**config.mk**
```make
export PLATFORM = sky130hd
export DESIGN_NAME = mem_copy_dma
export DESIGN_NICKNAME = d
export VERILOG_FILES = /design/src/rtl/mem_copy_dma_pkg.sv /design/src/rtl/mem_copy_dma.sv
export SDC_FILE = /design/constraint.sdc
export NUM_CORES = 1
export LEC_CHECK = 0
export CELL_PAD_IN_SITES_DETAIL_PLACEMENT = 0
export CELL_PAD_IN_SITES_GLOBAL_PLACEMENT = 1
export CORE_MARGIN = 2
export CORE_UTILIZATION = 40
export DETAILED_ROUTE_END_ITERATION = 10
export GPL_ROUTABILITY_DRIVEN = 0
export PLACE_DENSITY = 0.89
export RECOVER_POWER = 50
export SETUP_SLACK_MARGIN = 0.2
export SYNTH_ARGS = -nofsm -noshare
export SYNTH_HDL_FRONTEND = slang
export SYNTH_SLANG_ARGS = --single-unit
```
**constraint.sdc**
```tcl
create_clock -name clk_i -period 7.5 [get_ports clk_i]
set_clock_uncertainty 0.1 [all_clocks]
set_input_delay 1.5 -clock clk_i [delete_from_list [all_inputs] [get_ports clk_i]]
set_output_delay 1.5 -clock clk_i [all_outputs]
set_load 0.02 [all_outputs]
```
**src/rtl/mem_copy_dma_pkg.sv**
```systemverilog
// mem_copy_dma_pkg
// Shared types for the mem_copy_dma block.
//   state_t : FSM states of the copy/fill engine
//   mode_t  : command mode; copy moves words from src to dst, fill writes a constant pattern
package mem_copy_dma_pkg;

    typedef enum logic [2:0] {
        ST_IDLE,
        ST_RD,
        ST_WAIT,
        ST_WR,
        ST_DONE
    } state_t;

    typedef enum logic {
        MODE_COPY = 1'b0,
        MODE_FILL = 1'b1
    } mode_t;

endpackage

```
**src/rtl/mem_copy_dma.sv**
```systemverilog
// mem_copy_dma
// Single-channel memory initiator. Copies len words from src to dst, or fills
// len words at dst with a constant pattern, over a word-addressed
// req/we/addr/wdata/wmask port with a one-cycle rdata/rvalid read return.
//
// Ports
//   clk_i, rst_i      clock, asynchronous active-high reset
//   start_i           command strobe, sampled only while idle
//   mode_i            0 = copy, 1 = fill (sampled with start_i)
//   src_i, dst_i      source / destination word addresses
//   len_i             transfer length in words
//   pattern_i         fill value
//   busy_o            command in progress
//   done_o            one-cycle completion pulse
//   err_o             sticky missing-read-response flag, cleared by the next start
//   req, we, addr, wdata, wmask   registered memory request port
//   rdata, rvalid     memory read return
module mem_copy_dma
    import mem_copy_dma_pkg::*;
#(
    parameter int AW = 32,
    parameter int DW = 32,
    parameter int LW = 16
) (
    input  logic            clk_i,
    input  logic            rst_i,
    input  logic            start_i,
    input  logic            mode_i,
    input  logic [AW-1:0]   src_i,
    input  logic [AW-1:0]   dst_i,
    input  logic [LW-1:0]   len_i,
    input  logic [DW-1:0]   pattern_i,
    output logic            busy_o,
    output logic            done_o,
    output logic            err_o,
    output logic            req,
    output logic            we,
    output logic [AW-1:0]   addr,
    output logic [DW-1:0]   wdata,
    output logic [DW/8-1:0] wmask,
    input  logic [DW-1:0]   rdata,
    input  logic            rvalid
);

    state_t            state_q, state_d;
    mode_t             mode_q, mode_d;
    logic [AW-1:0]     src_q, src_d;
    logic [AW-1:0]     dst_q, dst_d;
    logic [LW-1:0]     len_q, len_d;
    logic [DW-1:0]     pattern_q, pattern_d;
    logic [LW-1:0]     cnt_q, cnt_d;
    logic              err_q, err_d;
    logic              req_q, req_d;
    logic              we_q, we_d;
    logic [AW-1:0]     addr_q, addr_d;
    logic [DW-1:0]     wdata_q, wdata_d;
    logic [DW/8-1:0]   wmask_q, wmask_d;

    always_ff @(posedge clk_i or posedge rst_i) begin
        if (rst_i) begin
            state_q   <= ST_IDLE;
            mode_q    <= MODE_COPY;
            src_q     <= '0;
            dst_q     <= '0;
            len_q     <= '0;
            pattern_q <= '0;
            cnt_q     <= '0;
            err_q     <= 1'b0;
            req_q     <= 1'b0;
            we_q      <= 1'b0;
            addr_q    <= '0;
            wdata_q   <= '0;
            wmask_q   <= '0;
        end else begin
            state_q   <= state_d;
            mode_q    <= mode_d;
            src_q     <= src_d;
            dst_q     <= dst_d;
            len_q     <= len_d;
            pattern_q <= pattern_d;
            cnt_q     <= cnt_d;
            err_q     <= err_d;
            req_q     <= req_d;
            we_q      <= we_d;
            addr_q    <= addr_d;
            wdata_q   <= wdata_d;
            wmask_q   <= wmask_d;
        end
    end

    always_comb begin
        state_d   = state_q;
        mode_d    = mode_q;
        src_d     = src_q;
        dst_d     = dst_q;
        len_d     = len_q;
        pattern_d = pattern_q;
        cnt_d     = cnt_q;
        err_d     = err_q;

        case (state_q)
            ST_IDLE: begin
                if (start_i) begin
                    mode_d    = mode_t'(mode_i);
                    src_d     = src_i;
                    dst_d     = dst_i;
                    len_d     = len_i;
                    pattern_d = pattern_i;
                    cnt_d     = '0;
                    err_d     = 1'b0;
                    if (len_i == '0) begin
                        state_d = ST_DONE;
                    end else if (mode_t'(mode_i) == MODE_FILL) begin
                        state_d = ST_WR;
                    end else begin
                        state_d = ST_RD;
                    end
                end
            end
            ST_RD: begin
                state_d = ST_WAIT;
            end
            ST_WAIT: begin
                // The responder answers exactly one cycle after the read, so a
                // missing rvalid here means the read is lost: abort the command.
                if (rvalid) begin
                    state_d = ST_WR;
                end else begin
                    err_d   = 1'b1;
                    state_d = ST_DONE;
                end
            end
            ST_WR: begin
                cnt_d = cnt_q + 1'b1;
                if (cnt_d == len_q) begin
                    state_d = ST_DONE;
                end else if (mode_q == MODE_COPY) begin
                    state_d = ST_RD;
                end else begin
                    state_d = ST_WR;
                end
            end
            ST_DONE: begin
                state_d = ST_IDLE;
            end
            default: begin
                state_d = ST_IDLE;
            end
        endcase
    end

    // Memory-side outputs are registered, so they are derived from the state
    // being entered and the counter/command values that will hold there.
    // addr and wdata keep their last value outside RD/WR.
    always_comb begin
        req_d   = (state_d == ST_RD) || (state_d == ST_WR);
        we_d    = (state_d == ST_WR);
        wmask_d = (state_d == ST_WR) ? '1 : '0;
        addr_d  = addr_q;
        wdata_d = wdata_q;
        if (state_d == ST_RD) begin
            addr_d = src_d + AW'(cnt_d);
        end else if (state_d == ST_WR) begin
            addr_d = dst_d + AW'(cnt_d);
            // In copy mode WR is only entered from WAIT, where rdata is valid,
            // so the write data register doubles as the captured read word.
            wdata_d = (mode_d == MODE_FILL) ? pattern_d : rdata;
        end
    end

    assign busy_o = (state_q != ST_IDLE);
    assign done_o = (state_q == ST_DONE);
    assign err_o  = err_q;
    assign req    = req_q;
    assign we     = we_q;
    assign addr   = addr_q;
    assign wdata  = wdata_q;
    assign wmask  = wmask_q;

endmodule

```
==> run_results.csv, run 1 <==
group,metric,value,unit
run_status,status,"finished with violations",
run_status,violations,"capacitance limit, slew limit",
placed_design,dpl.hpwl,19700,um
logic_synthesis,yosys-top-cells-count,"199 x dfrtp_1, 148 x nand2_1, 96 x mux2_2",
grt,grt_max_degree,135,
logic_synthesis,synth_warnings,0,
pwr,p_leak,5.83,nW
pwr,vdd_drop_max,262,uV
placed_design,port_buffers,221,
cts,root_buffer,"clkbuf_16",
logic_synthesis,synth-edff-count,0,
cts,hold_buffers,0,
logic_synthesis,ys_seq_area_share,48.1,%
logic_synthesis,synthCells,1001,
finish,fill_cells,2267,
setup_path,cp_max_fo,47,
timing,fin_setup_tns,0,ns
logic_synthesis,yosysTopAreaCell,"dfrtp_1",
finish,num_antenna_cells,0,
cts,cts_buffer_depth,2,
cts,cts_inserted_buffers,17,
die,core-area,25300,sq um
finish,seq_area,4980,sq um
pwr,p_per_area,425,nW/um^2
timing,slew_viol_final,165,
routing,vias_per_cell,5.35,
placed_design,pre_cts_ws,0.506,ns
grt,grt_pass1_vias,8408,
die,ios,222,
cts,clock_latency,0.44,ns
finish,drive_gt1_share,10.7,%
timing,setup_viol,0,
setup_path,cp-end-kind,"flip-flop",
cts,tritoncts,"yes",
setup_path,required,7.75,ns
timing,tightest_slew,2.89,ns
grt,overflow,0,
logic_synthesis,synthTopCellsByArea,"dfrtp_1 48%, mux2_2 10%, mux2i_1 6.4%",
logic_synthesis,ys_seq_elements,199,
grt,antenna_found_initial,0,
grt,grt_first_pass_wirelength,43200,um
cts,cts.sinks,199,
logic_synthesis,avgSynthCellArea,10.3,sq um
timing,final_hold_viol_count,0,
logic_synthesis,synth.distinct_cells,69,
die,rows,58,
job,maxCapViolCount,2,
setup_path,r2r_slack,0.86,ns
die,die_y,165,um
routing,wl_per_cell,17.6,um
finish,area_growth,29.6,%
setup_path,cp_data_arrival_time,6.89,ns
timing,fmax,150,MHz
grt,track_usage,20.3,%
cts,post_cts_resize_count,0,
logic_synthesis,syn_area,10400,sq um
routing,wl,26900,um
timing,finalCriticalPeriod,6.65,ns
routing,antenna_left,0,
setup_path,crit_type,"primary input to flip-flop",
routing,drt_pass1_iterations,5,
pwr,p_total,5.70,mW
die,die_w,165,um
timing,fin_ws,0.853,ns
cts,path_clk_slew,0.09,ns
logic_synthesis,synth_ff_type,"dfrtp_1",
timing,rsz0062_at_grt,"false",
die,start_util,40.9,%
timing,slew_headroom,-92.8,%
logic_synthesis,synth.top_cell.area_share,48.1,%
logic_synthesis,async_flop_share,100,%
setup_path,startpoint_type,"primary input",
finish,multi_input_area,4980,sq um
timing,post-route-period-util,88.6,%
die,dieArea,27200,sq um
logic_synthesis,syn-num-nets,1168,
finish,final_core_util,53.0,%
routing,num_vias,8190,
logic_synthesis,synth_most_common_cell,"dfrtp_1",
cts,cts_setup_buffers,0,
routing,drc,0,
routing,drtIter0Drc,557,
hold_path,hp-class,"flip-flop to flip-flop",
finish,finalNetCount,1356,
timing,timing.hold.ws,0.379,ns
cts,h-tree-depth,4,
==> cells in the final DEF, fill, tap and decap left out, drive strengths merged, types with 4 or more instances in the layout <==
cell type,netlist,layout
nand3,15,15
nor2b,7,7
mux2,98,98
clkdlybuf4s50,0,155
nor3,18,18
o21a,8,8
or4,7,7
nand2b,4,4
clkinv,0,7
mux2i,66,66
o31ai,4,4
a211oi,4,4
a21o,4,4
nor4,25,25
nor3b,5,5
nand2,148,148
o2111ai,4,4
nor2,37,37
xnor2,22,22
o22ai,4,4
nand4,11,11
o21ai,76,76
and3,7,7
dfrtp,199,199
a21oi,38,38
inv,31,38
ha,17,17
buf,30,10
dlygate4sd3,0,66
a31oi,6,6
xor2,13,13
clkbuf,33,18
o21bai,4,4
and2,4,4
o211ai,8,8
==> flip-flops by register name (all words and copies together), names as in the netlist <==
register / cells
state_q: 3
len_q: 16
src_q: 32
req: 1
wdata: 32
addr: 32
dst_q: 32
wmask: 1
cnt_q: 16
err_o: 1
mode_q: 1
pattern_q: 32
==> critical path, stage by stage <==
cell,delay [ns]
dlygate4sd3_1,0.60
nor4b_1,0.69
buf_12,0.37
mux2_1,0.40
mux2_2,0.28
ha_1,0.21
fa_1,0.43
a211o_1,0.28
a21oi_1,0.17
o21ai_0,0.11
a21oi_1,0.28
o21ai_0,0.26
o21ai_1,0.56
nor4_1,0.11
or4b_1,0.52
o311ai_1,0.09
==> power breakdown <==
part           leakage (nW)  switching [mW]  internal (mW)
clock network         0.298           0.497          0.460
registers              2.43           0.238           1.58
logic                  3.11            1.65           1.27
==> logic make-up (layout without fill, tap and decap cells) <==
logic type,count (synthesis),in the layout,synth area share (%)
and+or+nand+nor,304,304,14.2
DFF,199,199,48.1
AOI/OAI and AO/OA,187,187,11.4
muxes,164,164,17.1
buffers and inverters,94,295,3.95
xor gates and xnor gates,35,35,2.96
adders and majority gates,18,18,2.25
==> final timing paths <==
kind / endpoint / start / cells after the start
max in group asynchronous: cnt_q[8] / rst_i / 3
min in group asynchronous: pattern_q[1] / rst_i / 2
worst max-delay path: addr[24] / start_i / 16
worst min register to register: addr[0] / addr[0] / 2
worst max register to register: addr[24] / cnt_q[0] / 21
worst min-delay path: addr[0] / addr[0] / 2
==> per-stage QoR <==
step                area [sq um]  instances
floorplan                  10400       1001
global placement           12800       1500
detailed placement         12800       1500
CTS                        13400       1532
global route               13400       1532
finish                     13400       1532
==> routing by layer <==
layer | routed length (um) | GRT usage [%] | vias up | part of all wire, %
li1 | - | - | 3952 | -
met1 | 11500 | 25.1 | 3989 | 43
met2 | 13000 | 34.6 | 222 | 48
met3 | 1900 | 6.03 | 27 | 7.0
met4 | 455 | 5.53 | 0 | 1.7
met5 | 0 | 0 | - | 0
==> cell type report <==
cell class	count	share of cell area [%]
multi-input combinational	708	37.1
sequential	199	37.1
timing repair buffer	232	17.2
clock buffer	17	3.17
tap	330	3.08
clock inverter	15	1.45
inverter	31	0.895
No activity file was read; power rests on OpenSTA's default activity.
==> run 2: changes to the inputs <==
CORE_ASPECT_RATIO = 0.6   (was not set)
CORE_UTILIZATION = 41   (was 40)
CTS_BUF_LIST = sky130_fd_sc_hd__clkbuf_4 sky130_fd_sc_hd__clkbuf_8   (was not set)
PLACE_DENSITY = 0.91   (was 0.89)
==> run 2 against run 1 <==
  * The flow still finishes with violations (capacitance limit, slew limit)
  * Clock-buffer cell count up 2
  * Maximum frequency down 3.2%
  * Combinational power about the same
  * Sequential cell count unchanged
  * Utilization up 0.75 points
  * Worst setup slack worse by 0.22 ns
  * Worst hold slack worse by 0.0050 ns
  * Largest cell class is now sequential cells
  * Sequential power about the same
  * Non-clock buffer count up 1
  * Wire length up 1.2%
  * Global-route usage up 1.2 points
==> run_results.csv, run 2 (synthesis gave the netlist of run 1 again) <==
group,metric,value,unit
finish,seq_area,4980,sq um
setup_path,cp-end-kind,"flip-flop",
routing,drtIter0Drc,520,
pwr,combPwrFrac,53.9,%
cts,h-tree-depth,4,
cts,path_clk_slew,0.11,ns
setup_path,cp_top_family,"simple AND/OR/NAND/NOR gates",
die,rows,44,
grt,antenna_found_initial,2,
timing,post-route-period-util,91.6,%
die,core-area,24500,sq um
setup_path,crit_type,"flip-flop to flip-flop",
cts,clock_latency,0.52,ns
die,die_w,209,um
pwr,p_sw,2.32,mW
setup_path,cp_cell_sequence,"ha_1 > nand4_1 > or4_1 > a22oi_1 > o2111ai_1 > or4_4 > a22oi_4 > inv_1 > nand2_1 > mux2_2 > ha_1 > fa_1 > a211o_1 > a21oi_1 > o21ai_0 > a21oi_1 > o21ai_0 > o21a_1 > o2111a_1 > or4_1 > nand3_1",
grt,grt_first_pass_wirelength,44700,um
routing,drt_pass1_iterations,5,
routing,vias_per_cell,5.35,
cts,cts_setup_buffers,0,
finish,final_core_util,53.7,%
die,start_util,42.3,%
finish,final_common_cell,"dfrtp_1",
setup_path,cp_data_arrival_time,7.22,ns
routing,drc,0,
timing,rsz0062_at_grt,"false",
run_status,violations,"capacitance limit, slew limit",
cts,hold_buffers,0,
die,dieArea,26600,sq um
setup_path,r2r-start,"cnt_q[0]",
cts,post_cts_resize_count,0,
placed_design,port_buffers,221,
finish,drive_gt1_share,11.1,%
cts,root_buffer,"clkbuf_8",
placed_design,pre_cts_ws,0.331,ns
grt,track_usage,21.5,%
timing,tightest_slew,2.93,ns
pwr,p_sw_share,42.8,%
run_status,status,"finished with violations",
pwr,p_leak,5.72,nW
grt,overflow,0,
grt,grt_pass1_vias,8368,
setup_path,r2r_slack,0.63,ns
pwr,p_per_area,413,nW/um^2
setup_path,cp_slowest_stage_delay,0.60,ns
timing,slew_headroom,-95.5,%
cts,cts.sinks,199,
finish,layout_common_cells,"199 x dfrtp_1, 154 x clkdlybuf4s50_1, 147 x nand2_1",
finish,area_growth,27.1,%
setup_path,cp_max_fo,10,
die,ios,222,
timing,fin_setup_tns,0,ns
routing,num_vias,8171,
finish,multi_input_area,4970,sq um
timing,timing.hold.ws,0.374,ns
timing,fmax,146,MHz
setup_path,crit_start,"cnt_q[0]",
finish,fill_cells,2151,
cts,cts_buffer_depth,2,
timing,final_hold_viol_count,0,
timing,fin_ws,0.632,ns
timing,finalCriticalPeriod,6.87,ns
setup_path,startpoint_type,"flip-flop",
timing,slew_viol_final,190,
routing,antenna_left,0,
placed_design,dpl.hpwl,20000,um
pwr,p_total,5.44,mW
routing,wl_per_cell,17.9,um
job,maxCapViolCount,2,
finish,finalNetCount,1357,
setup_path,required,7.85,ns
die,die_y,127,um
routing,wl,27300,um
pwr,vdd_drop_max,265,uV
hold_path,min_from,"addr[1]",
cts,cts_inserted_buffers,17,
pwr,internal-power,3.11,mW
timing,setup_viol,0,
setup_path,critPathSlowestCell,"or4_1",
setup_path,cp.buffers_inverters,1,
pwr,p_clk_share,12.7,%
cts,tritoncts,"yes",
hold_path,hp-class,"flip-flop to flip-flop",
grt,grt_max_degree,139,
pwr,seqPwrFrac,33.3,%
run 2: cell types whose count changed in the layout (fill, tap and decap cells not counted), moves of 2 or more:
cell	delta
inv_12	-2
mux2_2	+5
clkinv_4	+3
clkbuf_16	-17
clkbuf_8	+19
inv_8	+2
inv_6	-2
clkinv_8	-4
mux2_1	-5
run 2: routing by layer:
layer | routed length [um] | track usage, % | part of all wire (%)
met5 | 14 | 0 | 0.051
met4 | 176 | 4.75 | 0.65
met3 | 1910 | 7.37 | 7.0
met2 | 12200 | 32.6 | 45
met1 | 13000 | 29.8 | 48
run 2: worst paths after layout:
| path | endpoint | cells past startpoint |
|---|---|---|
| setup / recovery | addr[26] | 21 |
| min in group asynchronous | src_q[25] | 2 |
| hold / removal | addr[1] | 2 |
| hold reg to reg | addr[1] | 2 |
| setup reg to reg | addr[26] | 21 |
| max in group asynchronous | cnt_q[10] | 3 |
run 2: worst register-to-register path, delay by kind of cell, from the launching register on:
| kind | cells | cell delay [ns] |
|---|---|---|
| AND/OR/NAND/NOR | 6 | 2.42 |
| AO/OA/AOI/OAI | 10 | 2.34 |
| buffers and inverters | 1 | 0.07 |
| adder cells (fa/ha/maj) | 3 | 1.05 |
| flip-flops | 1 | 0.46 |
| multiplexers | 1 | 0.39 |
run 2: per-stage QoR:
| stage | std cells | cell area, sq um |
|---|---|---|
| after detailed placement | 1493 | 12800 |
| after CTS | 1525 | 13200 |
| after global placement | 1493 | 12800 |
| after global routing | 1526 | 13200 |
| after floorplan | 1001 | 10400 |
| final | 1526 | 13200 |
run 2: layout make-up:
cell class              count  area share [%]
flip-flops and latches    199            37.8
multi-input cells         708            37.7
repair buffers            233            17.4
well taps                 322            3.06
clock buffers              19            1.99
clock inverters            13            1.03
inverters                  31           0.913
diodes                      1          0.0190
run 2: power by group through the flow:
| stage | clock (mW) | combinational, mW | sequential [mW] |
|---|---|---|---|
| CTS | 0.715 | 3.02 | 1.83 |
| global route | 0.766 | 3.23 | 1.88 |
| global placement | 0 | 2.94 | 1.83 |
| detailed placement | 0 | 3.01 | 1.84 |
| finish | 0.691 | 2.93 | 1.81 |
| floorplan | 0 | 1.93 | 1.97 |
==> run 3: changes to the inputs <==
ABC_AREA = 1   (was not set)
CORE_UTILIZATION = 38   (was 41)
PLACE_DENSITY = 0.9   (was 0.91)
SKIP_CTS_REPAIR_TIMING = 1   (was not set)
==> run 3 against run 2 <==
  * The run still ends with capacitance limit, slew limit left
  * Wire length is 19% higher
  * Cell count is 23% higher
  * Synthesized area is 0.13% lower
  * Maximum frequency is 5.1% higher
  * Clock power is 4.6% higher
  * Sequential share of layout area is 0.068 points lower
==> run_results.csv, run 3 <==
group,metric,value,unit
run_status,status,"finished with violations",
run_status,violations,"capacitance limit, slew limit",
setup_path,cp_data_arrival_time,6.83,ns
die,core-area,26600,sq um
setup_path,critPathSlowestCell,"clkbuf_1",
timing,setup_viol,0,
timing,finalCriticalPeriod,6.54,ns
pwr,p_per_area,431,nW/um^2
logic_synthesis,synth.distinct_cells,44,
routing,drc,0,
cts,cts_inserted_buffers,17,
logic_synthesis,synth-edff-count,0,
routing,wl_per_cell,17.2,um
timing,rsz0062_at_grt,"false",
logic_synthesis,synthTopCellsByArea,"dfrtp_1 48%, nand2_1 16%, o21ai_0 5.0%",
logic_synthesis,yosysTopAreaCell,"dfrtp_1",
setup_path,cp_top_family,"compound AO/OA/AOI/OAI gates",
logic_synthesis,syn_area,10300,sq um
cts,h-tree-depth,4,
setup_path,required,7.79,ns
grt,overflow,0,
pwr,p_leak,6.13,nW
logic_synthesis,synth_warnings,0,
setup_path,startpoint_type,"primary input",
routing,antenna_left,0,
finish,drive_gt1_share,7.68,%
cts,cts.sinks,199,
routing,drt_pass1_iterations,5,
timing,tightest_slew,3.22,ns
die,rows,46,
timing,fin_setup_tns,0,ns
die,start_util,38.9,%
logic_synthesis,avgSynthCellArea,7.81,sq um
grt,grt_max_degree,145,
placed_design,pre_cts_ws,0.968,ns
die,dieArea,28600,sq um
timing,post-route-period-util,87.2,%
finish,layout_common_cells,"449 x nand2_1, 212 x clkdlybuf4s50_1, 199 x dfrtp_1",
cts,path_clk_slew,0.11,ns
setup_path,r2r_slack,1.82,ns
cts,root_buffer,"clkbuf_8",
timing,slew_viol_final,145,
logic_synthesis,synth.top_cell.area_share,48.2,%
grt,grt_pass1_vias,8911,
finish,finalNetCount,1677,
setup_path,cp_max_fo,34,
grt,track_usage,22.9,%
finish,final_common_cell,"nand2_1",
hold_path,hp-class,"flip-flop to flip-flop",
cts,clock_latency,0.49,ns
setup_path,cp.buffers_inverters,4,
cts,tritoncts,"yes",
routing,num_vias,9474,
logic_synthesis,synthCells,1324,
timing,slew_headroom,-115,%
hold_path,min_from,"dst_q[31]",
routing,wl,32300,um
logic_synthesis,ys_seq_area_share,48.2,%
setup_path,crit_type,"primary input to flip-flop",
logic_synthesis,ys_seq_elements,199,
setup_path,cp_slowest_stage_delay,0.57,ns
timing,fin_ws,0.963,ns
pwr,vdd_drop_max,218,uV
setup_path,r2r-start,"cnt_q[0]",
placed_design,port_buffers,221,
routing,vias_per_cell,5.03,
routing,drtIter0Drc,767,
die,die_w,217,um
logic_synthesis,syn-num-nets,1491,
timing,final_hold_viol_count,0,
timing,fmax,153,MHz
logic_synthesis,async_flop_share,100,%
cts,cts_buffer_depth,2,
setup_path,critPathMostFrequentCell,"o21ai_0",
job,maxCapViolCount,1,
setup_path,cp-end-kind,"flip-flop",
logic_synthesis,yosys-top-cells-count,"450 x nand2_1, 199 x dfrtp_1, 113 x inv_1",
logic_synthesis,synth_ff_type,"dfrtp_1",
placed_design,dpl.hpwl,24000,um
die,die_y,132,um
logic_synthesis,synth_most_common_cell,"nand2_1",
finish,area_growth,27.5,%
grt,antenna_found_initial,2,
die,ios,222,
setup_path,cp_cell_sequence,"dlygate4sd3_1 > nor2_1 > nand4_1 > nand3b_1 > a311oi_2 > clkbuf_1 > nand3_2 > buf_4 > inv_2 > nand2_1 > o21ai_0 > ha_1 > a21o_1 > a31oi_1 > o21ai_0 > a31oi_1 > o21ai_0 > a21boi_0 > o21ai_0 > xor2_1 > o21ai_0",
grt,grt_first_pass_wirelength,50700,um
setup_path,crit_start,"len_i[8]",
## run 3: kinds of logic (layout without fill, tap and decap cells)
family	Yosys count	count (layout)	share of synthesized area, %
compound gates	181	181	9.63
xor+xnor	16	16	1.36
fa+ha+maj	18	18	2.25
buf+inv	181	380	7.19
flops	199	199	48.2
mux	2	2	0.194
other cells	0	1	0
simple gates	727	727	31.2
## run 3: worst min-delay path, cell delays in order (launching register included)
cell     delay [ns]
dfrtp_1        0.33
mux2i_1        0.06
inv_1          0.06
## run 3: path summary, 6_finish.rpt
path / end / cells after the start
max in group asynchronous: wdata[8] / 3
min in group asynchronous: src_q[14] / 2
max: addr[13] / 21
min: dst_q[31] / 2
min reg2reg: dst_q[31] / 2
max reg2reg: addr[13] / 26
## run 3: power by group
| part | leakage [nW] | total [mW] | internal (mW) | switching [mW] |
|---|---|---|---|---|
| logic | 3.52 | 3.16 | 1.09 | 2.07 |
| registers | 2.41 | 1.80 | 1.57 | 0.229 |
| clock network | 0.199 | 0.723 | 0.313 | 0.410 |
| total | 6.13 | 5.68 | 2.97 | 2.71 |
## run 3: area by class of cell
class | instances | area (sq um)
repair buffers | 230 | 2280
flip-flops and latches | 199 | 4980
clock buffers | 20 | 256
multi-input cells | 944 | 4630
inverters | 118 | 448
diodes | 1 | 2.50
fillers | 2672 | 13400
well taps | 360 | 450
clock inverters | 12 | 141
## run 3: per-layer routing
layer | vias up | GRT usage (%) | share of wire, %
li1 | 4639 | - | -
met1 | 4462 | 36.5 | 51
met2 | 341 | 29.5 | 38
met3 | 28 | 6.97 | 8.9
met4 | 4 | 5.33 | 1.5
met5 | - | 0 | 0.071
## run 3: through the flow
step                      instance area (sq um)  hold slack, ns  utilization (%)  std cells  total power [mW]
final                                     13200           0.379             49.6       1884              5.68
after global routing                      13200           0.405             49.6       1883              6.13
after CTS                                 13200           0.386             49.6       1883              5.70
after detailed placement                  12800           0.361             48.1       1851              4.97
after global placement                    12800           0.357             48.1       1851              4.92
after floorplan                           10300           0.343                -       1324              3.85
